## config.mk

```make
export PLATFORM = sky130hd
export DESIGN_NAME = gps_wb_master
export DESIGN_NICKNAME = d
export VERILOG_FILES = /design/src/rtl/gps_wb_master.sv
export SDC_FILE = /design/constraint.sdc
export NUM_CORES = 1
export LEC_CHECK = 0
export ABC_AREA = 1
export ABC_CLOCK_PERIOD_IN_PS = 4910
export CAP_MARGIN = 20
export CORE_MARGIN = 8
export CORE_UTILIZATION = 59
export CTS_BUF_LIST = sky130_fd_sc_hd__clkbuf_8
export DETAILED_ROUTE_END_ITERATION = 8
export PLACE_DENSITY_LB_ADDON = 0.12
export SLEW_MARGIN = 10
export SYNTH_ARGS = -nofsm -noshare
export SYNTH_HDL_FRONTEND = slang
export SYNTH_SLANG_ARGS = --single-unit
export TNS_END_PERCENT = 20
```

## constraint.sdc

```tcl
create_clock -name wb_clk_i -period 4.91 [get_ports wb_clk_i]
set_input_delay 1.473 -clock wb_clk_i [delete_from_list [all_inputs] [get_ports wb_clk_i]]
set_output_delay 1.473 -clock wb_clk_i [all_outputs]
set_load 0.02 [all_outputs]
```

## src/rtl/gps_wb_master.sv

```systemverilog
// Wishbone initiator that pulses the GPS genNext bit, polls codes_valid and
// reads the C/A, P and L code words into atomically-updated output registers.
module gps_wb_master #(
  parameter logic [31:0] BASE_ADDR = 32'h0000_0000,
  parameter logic [15:0] POLL_MAX  = 16'd1000,
  parameter logic [7:0]  ACK_MAX   = 8'd255
) (
  input  logic         wb_clk_i,
  input  logic         wb_rst_i,
  input  logic         start,
  output logic         busy,
  output logic         done,
  output logic         error,
  output logic [1:0]   err_code,
  output logic [12:0]  ca_code,
  output logic [127:0] p_code,
  output logic [127:0] l_code,
  output logic [31:0]  wb_adr_o,
  output logic [31:0]  wb_dat_o,
  output logic [3:0]   wb_sel_o,
  output logic         wb_we_o,
  output logic         wb_cyc_o,
  output logic         wb_stb_o,
  input  logic [31:0]  wb_dat_i,
  input  logic         wb_ack_i,
  input  logic         wb_err_i
);

  typedef enum logic [2:0] {
    S_IDLE, S_WR_GO, S_WR_CLR, S_POLL, S_RD, S_GAP, S_DONE, S_ABORT
  } state_e;

  state_e         state_q, ret_q;
  logic [3:0]     rd_idx_q;
  logic [15:0]    poll_cnt_q;
  logic [7:0]     ack_cnt_q;
  logic [12:0]    ca_stg_q;
  logic [127:0]   p_stg_q, l_stg_q;
  logic [1:0]     slot;
  logic           xfer;

  // regs 2..5 and 6..9 both map to slices 0..3 via the low index bits
  assign slot     = rd_idx_q[1:0] - 2'd2;
  assign xfer     = (state_q == S_WR_GO) || (state_q == S_WR_CLR) ||
                    (state_q == S_POLL)  || (state_q == S_RD);
  assign busy     = (state_q != S_IDLE);
  assign wb_sel_o = 4'hF;

  always_ff @(posedge wb_clk_i) begin
    if (wb_rst_i) begin
      state_q    <= S_IDLE;
      ret_q      <= S_IDLE;
      rd_idx_q   <= '0;
      poll_cnt_q <= '0;
      ack_cnt_q  <= '0;
      ca_stg_q   <= '0;
      p_stg_q    <= '0;
      l_stg_q    <= '0;
      done       <= 1'b0;
      error      <= 1'b0;
      err_code   <= '0;
      ca_code    <= '0;
      p_code     <= '0;
      l_code     <= '0;
      wb_adr_o   <= '0;
      wb_dat_o   <= '0;
      wb_we_o    <= 1'b0;
      wb_cyc_o   <= 1'b0;
      wb_stb_o   <= 1'b0;
    end else begin
      done  <= 1'b0;
      error <= 1'b0;
      if (xfer) begin
        if (wb_err_i) begin
          wb_cyc_o <= 1'b0;
          wb_stb_o <= 1'b0;
          err_code <= 2'b01;
          error    <= 1'b1;
          state_q  <= S_ABORT;
        end else if (wb_ack_i) begin
          wb_cyc_o  <= 1'b0;
          wb_stb_o  <= 1'b0;
          ack_cnt_q <= '0;
          state_q   <= S_GAP;
          unique case (state_q)
            S_WR_GO:  ret_q <= S_WR_CLR;
            S_WR_CLR: ret_q <= S_POLL;
            S_POLL: begin
              if (wb_dat_i[0]) begin
                ret_q    <= S_RD;
                rd_idx_q <= 4'd1;
              end else if (poll_cnt_q + 16'd1 == POLL_MAX) begin
                err_code <= 2'b11;
                error    <= 1'b1;
                state_q  <= S_ABORT;
              end else begin
                poll_cnt_q <= poll_cnt_q + 16'd1;
                ret_q      <= S_POLL;
              end
            end
            default: begin
              if (rd_idx_q == 4'd1)      ca_stg_q <= wb_dat_i[12:0];
              else if (rd_idx_q <= 4'd5) p_stg_q[{slot, 5'd0} +: 32] <= wb_dat_i;
              else                       l_stg_q[{slot, 5'd0} +: 32] <= wb_dat_i;
              if (rd_idx_q == 4'd9) begin
                // last slice bypasses staging so outputs and done land together
                ca_code <= ca_stg_q;
                p_code  <= p_stg_q;
                l_code  <= {wb_dat_i, l_stg_q[95:0]};
                done    <= 1'b1;
                state_q <= S_DONE;
              end else begin
                rd_idx_q <= rd_idx_q + 4'd1;
                ret_q    <= S_RD;
              end
            end
          endcase
        end else if (ack_cnt_q == ACK_MAX - 8'd1) begin
          wb_cyc_o <= 1'b0;
          wb_stb_o <= 1'b0;
          err_code <= 2'b10;
          error    <= 1'b1;
          state_q  <= S_ABORT;
        end else begin
          ack_cnt_q <= ack_cnt_q + 8'd1;
        end
      end else begin
        unique case (state_q)
          S_IDLE: if (start) begin
            err_code   <= '0;
            poll_cnt_q <= '0;
            ack_cnt_q  <= '0;
            wb_adr_o   <= BASE_ADDR;
            wb_dat_o   <= 32'd1;
            wb_we_o    <= 1'b1;
            wb_cyc_o   <= 1'b1;
            wb_stb_o   <= 1'b1;
            state_q    <= S_WR_GO;
          end
          S_GAP: begin
            wb_cyc_o <= 1'b1;
            wb_stb_o <= 1'b1;
            wb_dat_o <= '0;
            wb_we_o  <= (ret_q == S_WR_CLR);
            wb_adr_o <= (ret_q == S_RD) ? BASE_ADDR + {26'd0, rd_idx_q, 2'b00}
                                        : BASE_ADDR;
            state_q  <= ret_q;
          end
          default: state_q <= S_IDLE;
        endcase
      end
    end
  end

endmodule

```

==> impl_results.md <==
- # clock sinks: 551
- Drc violations: 0
- Vias in the first global route: roughly 18,000
- RD Place Congestion: between 0.8 and 0.9
- Final Hold Vio Count: 0
- Measured slew at the worst slew-check pin: 1.070 ns
- Cells after Synth: about 2,800
- Slew Viols, Final: 0
- Sequential-to-total area share from yosys stat: between 50% and 60%
- Die Wd: between 200 and 250 um
- Pleak: 9.636 nW
- Largest net degree at the start of global routing: ~240
- WP data arrival: around 4.7 ns
- CTS Root Cell: clkbuf_8
- YS warnings: 0
- Initial antenna violation count: 2
- Estimated wirelength of the detail-placed design: about 44,000 um
- HP Class: flip-flop to flip-flop
- IO Count: 382
- Worst-case clock buffer depth: 3
- Die H: 205.4 um
- DR pass1 iterations: 7
- First-pass GRT wire length: ~100,000 um
- Routed WL: about 67,000 um
- Rel. slew slack: ~29%
- H-tree depth: 3
- TritonCTS clock tree: built
- Number of max-cap violations: 0
- Clk_lat worst skew: 0.64 ns
- RSZ-0062 raised after global routing: false
- Fill cell count: around 2,800
- Fmax: between 0.2 and 0.25 GHz
- CORE AREA: roughly 0.035 sq mm
- Worst endpoint required time: 5.45 ns
- Worst R2R Setup Slack: about 0.77 ns
- Fin area: ~0.026 sq mm
- Setup_tns: 0 ns
- Row cnt: 69
- Share of cells above drive strength 1: 6.297%
- P per Cell Area: 378.3 mW/mm^2
- GR Overflow Total: 0
- Via count: 19,670
- Num CTS Buffers: between 80 and 90
- Kind of critical path: flip-flop to flip-flop
- Yosys reg bits: between 500 and 600
- Antenna Nets Post-Route: 0
- Power Total: a little under 10 mW
- Worst Path Max Fanout: just over 60
- Setup Viol. Count Final: 0
- Final min period: ~4.1 ns
- Fin nets: slightly above 3,000
- Die Area: 0.04218 sq mm
- Synth unique cells: 38
- Dpl cell area: around 0.024 sq mm
- Synth area leader: dfxtp_1
- Synth area leaders: dfxtp_1, nor2_1, o21ai_0
- Post-synth top area share: between 50 and 60%
- Post-CTS Setup Inserts: 0
- Storage cell area: 0.01103 sq mm
- Post-Syn Area per Cell: between 7 and 8 sq um
- Startpoint Class: flip-flop
- Hold_buf cts: 0
- Status: finished clean
- Routed length per instance: 19.07 um
- Global-route usage over all layers: a little under a third
- Synth-to-Final Area Change: 22.36%
- Initial drt markers: roughly 1,700
- Vias per inst: between 5 and 6
- Synthesized area: between 0.02 and 0.025 sq mm
- Initial cell density of the core: around three fifths
- VDD IR max: ~0.35 mV
- Clock skew: about 0.022 ns
- # resized after CTS: 0
- Multi-input gate area: around 0.0085 sq mm
- Clock-pin transition on the worst setup and hold timing paths: 0.07 ns
- Final Cycle Share: between 80 and 90%
- Worst setup EP type: flip-flop
- Port bufs: about 320
==> power breakdown <==
part	total, mW	switching (mW)	leakage [nW]	internal, mW
sequential	4.68	0.108	4.44	4.57
combinational	1.29	0.974	4.20	0.315
clock	3.83	1.78	0.998	2.05
==> through the flow <==
step,instances,setup WS [ns],utilization [%],hold WS [ns]
after CTS,3508,0.8716,72.79,0.4521
final,3512,0.7726,72.96,0.4522
after global routing,3512,0.4260,72.96,0.4676
after global placement,3356,0.8932,67.87,0.4366
after detailed placement,3357,0.7763,67.94,0.4440
after floorplan,2819,2.125,-,0.4214
==> cells in the final DEF, fill, tap and decap left out, types with 19 or more instances in the layout <==
cell type        count
a211oi_1            33
clkdlybuf4s50_1    317
inv_1              163
clkbuf_8           113
buf_4               19
nand3_1             76
o21ai_0            355
nand2_1            342
a31oi_1             33
nor2_1             501
a21oi_1            278
dfxtp_1            550
nor3_1             102
conb_1              63
==> critical path: stages, from the launching register on <==
cell and delay (ns):
dfxtp_4 0.73, clkinv_1 0.94, ha_1 0.55, o31ai_1 0.24
inv_1 0.13, nand2_2 0.13, inv_2 0.05, buf_4 0.25
nand2_2 0.13, buf_4 0.50, a31oi_1 0.11, a211oi_1 0.22
==> registers in the layout, summed over array words and instances (netlist names), 8 cells and up <==
signal      flops
p_code        128
poll_cnt_q     16
ca_code        13
l_stg_q        96
ca_stg_q       13
ack_cnt_q       8
p_stg_q       128
l_code        128
==> cells in the mapped netlist <==
| master | number |
|---|---|
| or3b_1 | 1 |
| xnor2_1 | 1 |
| clkbuf_1 | 146 |
| o21ai_2 | 2 |
| o21ai_1 | 8 |
| dfxtp_1 | 551 |
| nor3_1 | 102 |
| o31ai_1 | 2 |
| buf_1 | 3 |
| nand2_1 | 343 |
| o211a_1 | 1 |
| conb_1 | 2 |
| nand3_1 | 76 |
| and3_1 | 1 |
| o32ai_1 | 1 |
| nand2_4 | 1 |
| inv_2 | 11 |
| nand3_2 | 4 |
| buf_6 | 1 |
| nor2_1 | 503 |
| a211oi_1 | 33 |
| nor4_1 | 4 |
| buf_4 | 66 |
| nor2_4 | 5 |
| o21ai_0 | 355 |
| nand2_2 | 6 |
| inv_1 | 135 |
| nor3b_1 | 2 |
| nand3b_1 | 1 |
| a21oi_1 | 278 |
| a31oi_1 | 33 |
| buf_2 | 48 |
| nand4_1 | 8 |
| ha_1 | 11 |
| nor2_2 | 9 |
| clkinv_1 | 2 |
| o311a_1 | 1 |
| a21o_1 | 1 |
==> final cells by class <==
cell class              instances  share of cell area [%]
multi-input cells            1856                   32.88
flip-flops and latches        551                   42.62
clock buffers                 113                   6.007
well taps                     461                   2.228
inverters                     148                   2.204
diodes                          2                 0.01933
clock inverters                38                  0.6380
repair buffers                343                   13.40
==> cell families after synthesis <==
kind of cell               Yosys count  share of synthesized area, %
and+or+nand+nor                   1066                         20.70
AOI/OAI and AO/OA                  715                         17.63
DFF                                551                         52.13
buffers and inverters              412                         8.800
adders and majority gates           11                        0.6505
other                                2                       0.03550
xor gates and xnor gates             1                       0.04140
==> metal layers <==
layer  track usage, %  vias to the layer above  wire [um]
met5                0                        -          0
met4            15.47                        0       3066
met3            6.455                      157       5932
met2            47.58                      898      30560
met1            39.53                     9213      27420
li1                 -                     9401          -
==> worst paths after layout <==
| path | endpoint | depth (start not counted) | start |
|---|---|---|---|
| worst min register to register | ack_cnt_q[7]$_SDFFE_PP0P_ | 1 | ack_cnt_q[7]$_SDFFE_PP0P_ |
| worst max register to register | p_stg_q[97]$_SDFFE_PP0P_ | 11 | rd_idx_q[0]$_SDFFE_PP0P_ |
| worst max-delay path | p_stg_q[97]$_SDFFE_PP0P_ | 11 | rd_idx_q[0]$_SDFFE_PP0P_ |
| worst min-delay path | ack_cnt_q[7]$_SDFFE_PP0P_ | 1 | ack_cnt_q[7]$_SDFFE_PP0P_ |
Power figures use the tool's default switching activity.
